--- src/rtl/demux_1to4_8bit.sv ---
// 1-to-4 demultiplexer with broadcast: routes one valid/ready input stream
// into four independent single-entry output registers.
module demux_1to4_8bit #(
    parameter int unsigned WIDTH = 8
) (
    input  logic             clk,
    input  logic             rst_n,
    input  logic [WIDTH-1:0] in_data,
    input  logic [1:0]       in_sel,
    input  logic             in_bcast,
    input  logic             in_valid,
    output logic             in_ready,
    output logic [WIDTH-1:0] out_data0,
    output logic [WIDTH-1:0] out_data1,
    output logic [WIDTH-1:0] out_data2,
    output logic [WIDTH-1:0] out_data3,
    output logic [3:0]       out_valid,
    input  logic [3:0]       out_ready,
    output logic [1:0]       last_sel,
    output logic             last_bcast,
    output logic [7:0]       xfer_cnt,
    output logic             busy
);

    localparam int unsigned NCH  = 4;
    localparam int unsigned CNTW = 8;

    logic [NCH-1:0]   w_dest;
    logic [NCH-1:0]   w_ch_free;
    logic             w_ready;
    logic             w_acc;

    logic [WIDTH-1:0] r_data [NCH];
    logic [NCH-1:0]   r_valid;
    logic [1:0]       r_last_sel;
    logic             r_last_bcast;
    logic [CNTW-1:0]  r_xfer_cnt;

    // A channel draining this cycle counts as free, giving back-to-back loads.
    always_comb begin
        w_dest    = in_bcast ? 4'b1111 : (4'b0001 << in_sel);
        w_ch_free = ~r_valid | out_ready;
        w_ready   = &(w_ch_free | ~w_dest);
        w_acc     = in_valid & w_ready;
    end

    always_ff @(posedge clk or negedge rst_n) begin
        if (!rst_n) begin
            r_valid <= '0;
            for (int i = 0; i < NCH; i++) begin
                r_data[i] <= '0;
            end
        end else begin
            for (int i = 0; i < NCH; i++) begin
                if (w_acc && w_dest[i]) begin
                    r_data[i]  <= in_data;
                    r_valid[i] <= 1'b1;
                end else if (out_ready[i]) begin
                    r_valid[i] <= 1'b0;
                end
            end
        end
    end

    // Status of the most recent accepted transfer; a broadcast counts once.
    always_ff @(posedge clk or negedge rst_n) begin
        if (!rst_n) begin
            r_last_sel   <= '0;
            r_last_bcast <= 1'b0;
            r_xfer_cnt   <= '0;
        end else if (w_acc) begin
            r_last_sel   <= in_sel;
            r_last_bcast <= in_bcast;
            r_xfer_cnt   <= r_xfer_cnt + CNTW'(1);
        end
    end

    assign in_ready   = w_ready;
    assign out_data0  = r_data[0];
    assign out_data1  = r_data[1];
    assign out_data2  = r_data[2];
    assign out_data3  = r_data[3];
    assign out_valid  = r_valid;
    assign last_sel   = r_last_sel;
    assign last_bcast = r_last_bcast;
    assign xfer_cnt   = r_xfer_cnt;
    assign busy       = |r_valid;

endmodule

--- config.mk ---
export PLATFORM = sky130hd
export DESIGN_NAME = demux_1to4_8bit
export DESIGN_NICKNAME = d
export VERILOG_FILES = /design/src/rtl/demux_1to4_8bit.sv
export SDC_FILE = /design/constraint.sdc
export NUM_CORES = 1
export LEC_CHECK = 0
export ABC_AREA = 0
export BUFFER_PORTS_ARGS = -buffer_cell sky130_fd_sc_hd__buf_2
export CAP_MARGIN = 25
export CORE_ASPECT_RATIO = 1.1
export CORE_MARGIN = 10
export CORE_UTILIZATION = 53
export DETAILED_ROUTE_END_ITERATION = 8
export PLACE_DENSITY_LB_ADDON = 0.15
export SLEW_MARGIN = 20
export SYNTH_ARGS = -nofsm -noshare
export SYNTH_HDL_FRONTEND = slang
export SYNTH_SLANG_ARGS = --single-unit
--- constraint.sdc ---
create_clock -name clk -period 2.4 [get_ports clk]
set_input_delay 0.48 -clock clk [delete_from_list [all_inputs] [get_ports clk]]
set_output_delay 0.48 -clock clk [all_outputs]
set_load 0.01 [all_outputs]
---- Word level (Yosys, flattened, before mapping) ----
Index checks and enable logic that the tools add are counted.
word-level totals
  logic and storage cells ................. 37
  bits in read-only memories .............. 0
  bits in writable memories ............... 0
  bits of input ports ..................... 18
  bits in latches ......................... 0
  memories ................................ 0
  bits in registers ....................... 47
operators by class
  magnitude comparators ................... 0
  divide/modulo/power cells ............... 0
  multiplexer cells ....................... 9
  reductions and logical operators ........ 10
  shift operators ......................... 1
  $mul .................................... 0
  add/sub/neg operators ................... 1
  eq/ne operators ......................... 0
  bitwise gates (word level) .............. 5
operators with widths
  kind                                                                count
  8-bit by 1-bit adder with 8-bit output (second input constant)      1
  1-bit 2-to-1 mux                                                    8
  4-bit inverter                                                      2
  4-bit bitwise OR                                                    2
  2-bit nonzero test                                                  4
  1-bit logical AND                                                   4
  4-bit 2-to-1 mux                                                    1
  4-bit AND reduction                                                 1
  4-bit OR reduction                                                  1
  1-bit by 2-bit << shifter with 4-bit output (first input constant)  1
  1-bit bitwise AND                                                   1

---- Logic depth before layout (Yosys ltp) ----
  word-level depth ........................ 8
  mapped depth ............................ 6
  depth with buffers taken out ............ 5

---- Least setup slack after synthesis ----
No wires, ideal clock.
  path type ............................... in2reg
  start point ............................. input port out_ready[0]
  end point ............................... register r_last_bcast, in the netlist last_bcast
  arrival ................................. 1646 ps
  stages .................................. 5
  data required time ...................... 2275 ps
  setup slack ............................. 629 ps
  cells stage by stage .................... or2b_2 > nand2b_2 > nand4_1 > buf_2 > mux2_2
on the way
  word-level cells in the longest chain between the ends .. 4
ends and longest elaborated chain
  item                  RTL line  RTL
  start, declared       18        input logic [3:0] out_ready,
  4-bit bitwise OR      42        w_ch_free = ~r_valid | out_ready;
  4-bit bitwise OR      43        w_ready = &(w_ch_free | ~w_dest);
  4-bit AND reduction   43
  1-bit bitwise AND     44        w_acc = in_valid & w_ready;
  end signal, assigned  73        r_last_bcast <= in_bcast;
  end, declared         36        logic r_last_bcast;
No other way between the ends.
A chain may end at the register's enable or synchronous reset.

---- Final worst setup path ----
  start point ............................. register r_valid[3], in the netlist out_valid[3]
  end point ............................... output port in_ready
on the way
  word-level cells in the longest chain between the ends .. 4
ends and longest elaborated chain
  item                             RTL line  RTL
  start, declared                  34        logic [NCH-1:0] r_valid;
  start signal, assigned           49        r_valid <= '0;
  start signal, assigned by index  57        r_valid[i] <= 1'b1;
  start signal, assigned by index  59        r_valid[i] <= 1'b0;
  4-bit inverter                   42
  4-bit bitwise OR                 42
  4-bit bitwise OR                 43
  4-bit AND reduction              43
  end, declared                    12        output logic in_ready,
No other way between the ends.

==> results.toml <==
[placement]
port_buffers = 66
post-place-cells = 253
gp_congestion = 0.8754
dp_hpwl_um = 3564
place_area_um2 = 2404

[detailed_routing]
vias = 1356
avgViaCountPerCell = 5.195
totalWireLength_um = 4575
ant_nets = 0
dr.first_iter.drc_count = 35
drc = 0
drt_first_pass_iters = 4
wl_per_cell_um = 17.53

[worst_setup_path]
critPathKind = "reg2out"
arrival_ps = 1550
startpoint = "out_valid[3]"
endpoint = "in_ready"
cp_data_required_time_ps = 1920
crit_path_end_kind = "primary output"
crit_path_start_kind = "flip-flop"
r2r_start = "out_valid[2]"
reg2reg_depth = 5
rrSetupSlack_ps = 610
path_max_fanout = 4
r2r-end = "out_data1[6]"

[timing]
fmax_mhz = 493.5
drv_slew = 0
setup-tns-final_ps = 0
period_share = 0.8443
fin_crit_ps = 2026
setup_violations = 0
tightest_slew_ps = 577.3
finalHoldViolCount = 0
fin_worst_skew_ps = 5.698
rsz0062_at_grt = "false"
slew_headroom = 0.6151

[grt]
grt_pass1_vias = 1512
grt_usage = 0.1436
grt_max_degree = 48
grt_overflow_total = 0
antenna_found_initial = 0
grt_first_pass_wirelength_um = 7569

[die]
die_w_um = 78.75
die-area_um2 = 6663
core_um2 = 3655
pin_count = 67
die_h_um = 84.62
rows = 23
start_util = 0.5505

[synth]
postSynthAreaPerCell_um2 = 14.69
synth_cell_type_count = 32
async_flop_share = 1.000
synthCells = 137
ys_ff_latch = 47
synth_top_cell_by_area = "dfrtp_1"
netlist_top_cells_area = "dfrtp_1, mux2_2, mux2_4"
mappedNetlistArea_um2 = 2012
synth_warnings = 0
synth_edf_count = 0
synth.top_cell.area_share = 0.5846
synth_nets = 156
synth_seq_area_share = 0.5846
ys.flop_type = "dfrtp_1"

[power_and_ir_drop]
p_leak_uw = 0.001202
power_frac_clock = 0.194
ir_drop_uv = 539.6
sw_frac_of_total = 0.3331
pwr_density_cell_nw_per_um2 = 1065
combPwrFrac = 0.347
pwr-share-seq = 0.459
p_sw_uw = 889.0
internal_power_uw = 1780

[clock_tree]
ctsResizeCount = 0
cts_sinks = 47
clockRootBuffer = "clkbuf_8"
cts_setup_buffers = 0
clk_pin_slew_ps = 80
cts-hold-fix-buffers = 0
max-clock-path-buffers = 2
cts_tree = "done"
cts_buffers = 5
clkLatencyLatePin_ps = 300
h-tree-depth = 2

[status]
status = "completed"

[job]
max-cap-violations = 0

[cells_and_area]
drive_gt1_frac = 0.5972
nets = 229
syn2layout_area_growth_pct = 24.56
final_area_um2 = 2506
antenna_cells = 0
stdcell_count = 261

[hold_path]
min_path_type = "in2async"
[metrics by stage]
step	hold WS [ps]	util	setup slack [ps]	total power [uW]
floorplan	184.4	-	629.0	1757
global placement	449.8	0.6577	384.2	2146
detailed placement	458.2	0.6577	292.6	2195
CTS	383.1	0.6850	363.1	2710
global route	207.5	0.6857	266.8	2841
finish	171.4	0.6857	373.6	2669
[layer usage]
| metal | track usage | wire length [um] |
|---|---|---|
| met5 | 0 | 0 |
| met4 | 0.05383 | 74 |
| met3 | 0.05544 | 282 |
| met2 | 0.2552 | 2555 |
| met1 | 0.1484 | 1663 |
[state kept, by name (all words and copies together) (netlist names)]
| name | flops |
|---|---|
| out_data3 | 8 |
| xfer_cnt | 8 |
| out_data1 | 8 |
| out_data2 | 8 |
| out_valid | 4 |
| out_data0 | 8 |
| last_sel | 2 |
| last_bcast | 1 |
[synth_stat cells, drive strengths merged, types with 2 or more instances]
| master | instances |
|---|---|
| xnor2 | 2 |
| buf | 2 |
| o21ai | 5 |
| dfrtp | 47 |
| or2b | 3 |
| nor3 | 3 |
| nor2 | 8 |
| nand3 | 4 |
| nand4 | 2 |
| nor2b | 2 |
| inv | 2 |
| o21bai | 2 |
| mux2 | 36 |
| nand2 | 4 |
| xor2 | 5 |
[area by class of cell]
type,instances,area [um2]
Sequential cell,47,1176
Fill cell,289,1149
Multi-Input combinational cell,86,812.0
Timing Repair Buffer,68,347.8
Clock buffer,8,100.1
Tap cell,50,62.56
Inverter,2,7.507
[cell usage in the layout (no fill, tap or decap), types with 2 or more instances in the layout]
cell type / n
xnor2_1: 2
xor2_1: 5
dfrtp_1: 47
nand4_1: 2
nor3_2: 2
mux2_2: 28
o21ai_1: 2
nor2_4: 2
clkbuf_8: 7
buf_4: 3
o21ai_0: 3
mux2_4: 8
inv_1: 2
or2b_2: 3
nand2_1: 4
nor2_1: 6
buf_2: 65
nor2b_1: 2
nand3_1: 3
[power by group through the flow]
stage	combinational, uW	clock [uW]	sequential, uW
floorplan	401	0	1360
global placement	920	0	1230
detailed placement	951	0	1240
CTS	952	526	1230
global route	1010	564	1260
finish	926	517	1230
[worst max-delay path: stages (launching register included)]
cell and delay, ps:
dfrtp_1 370, or2b_2 350, o21ai_1 300, nor2_1 80, buf_2 150
[worst min path at each step]
| stage | from | end | depth (start not counted) |
|---|---|---|---|
| CTS | rst_n | out_valid[0] | 1 |
| global route | rst_n | out_valid[0] | 1 |
| global placement | xfer_cnt[7] | xfer_cnt[7] | 1 |
| floorplan | rst_n | last_bcast | 0 |
| detailed placement | xfer_cnt[7] | xfer_cnt[7] | 1 |
| finish | rst_n | out_valid[2] | 1 |
[cells by family (layout without fill, tap and decap cells)]
group                      count (synthesis)  after routing  share of synthesized area
xor gates and xnor gates                   7              7                    0.03047
adders and majority gates                  1              1                   0.006218
buffers and inverters                      4             78                    0.01181
DFF                                       47             47                     0.5846
and+or+nand+nor                           31             31                     0.1082
muxes                                     36             36                     0.2164
AOI/OAI and AO/OA                         11             11                    0.04229
No activity file was read; power rests on OpenSTA's default activity.
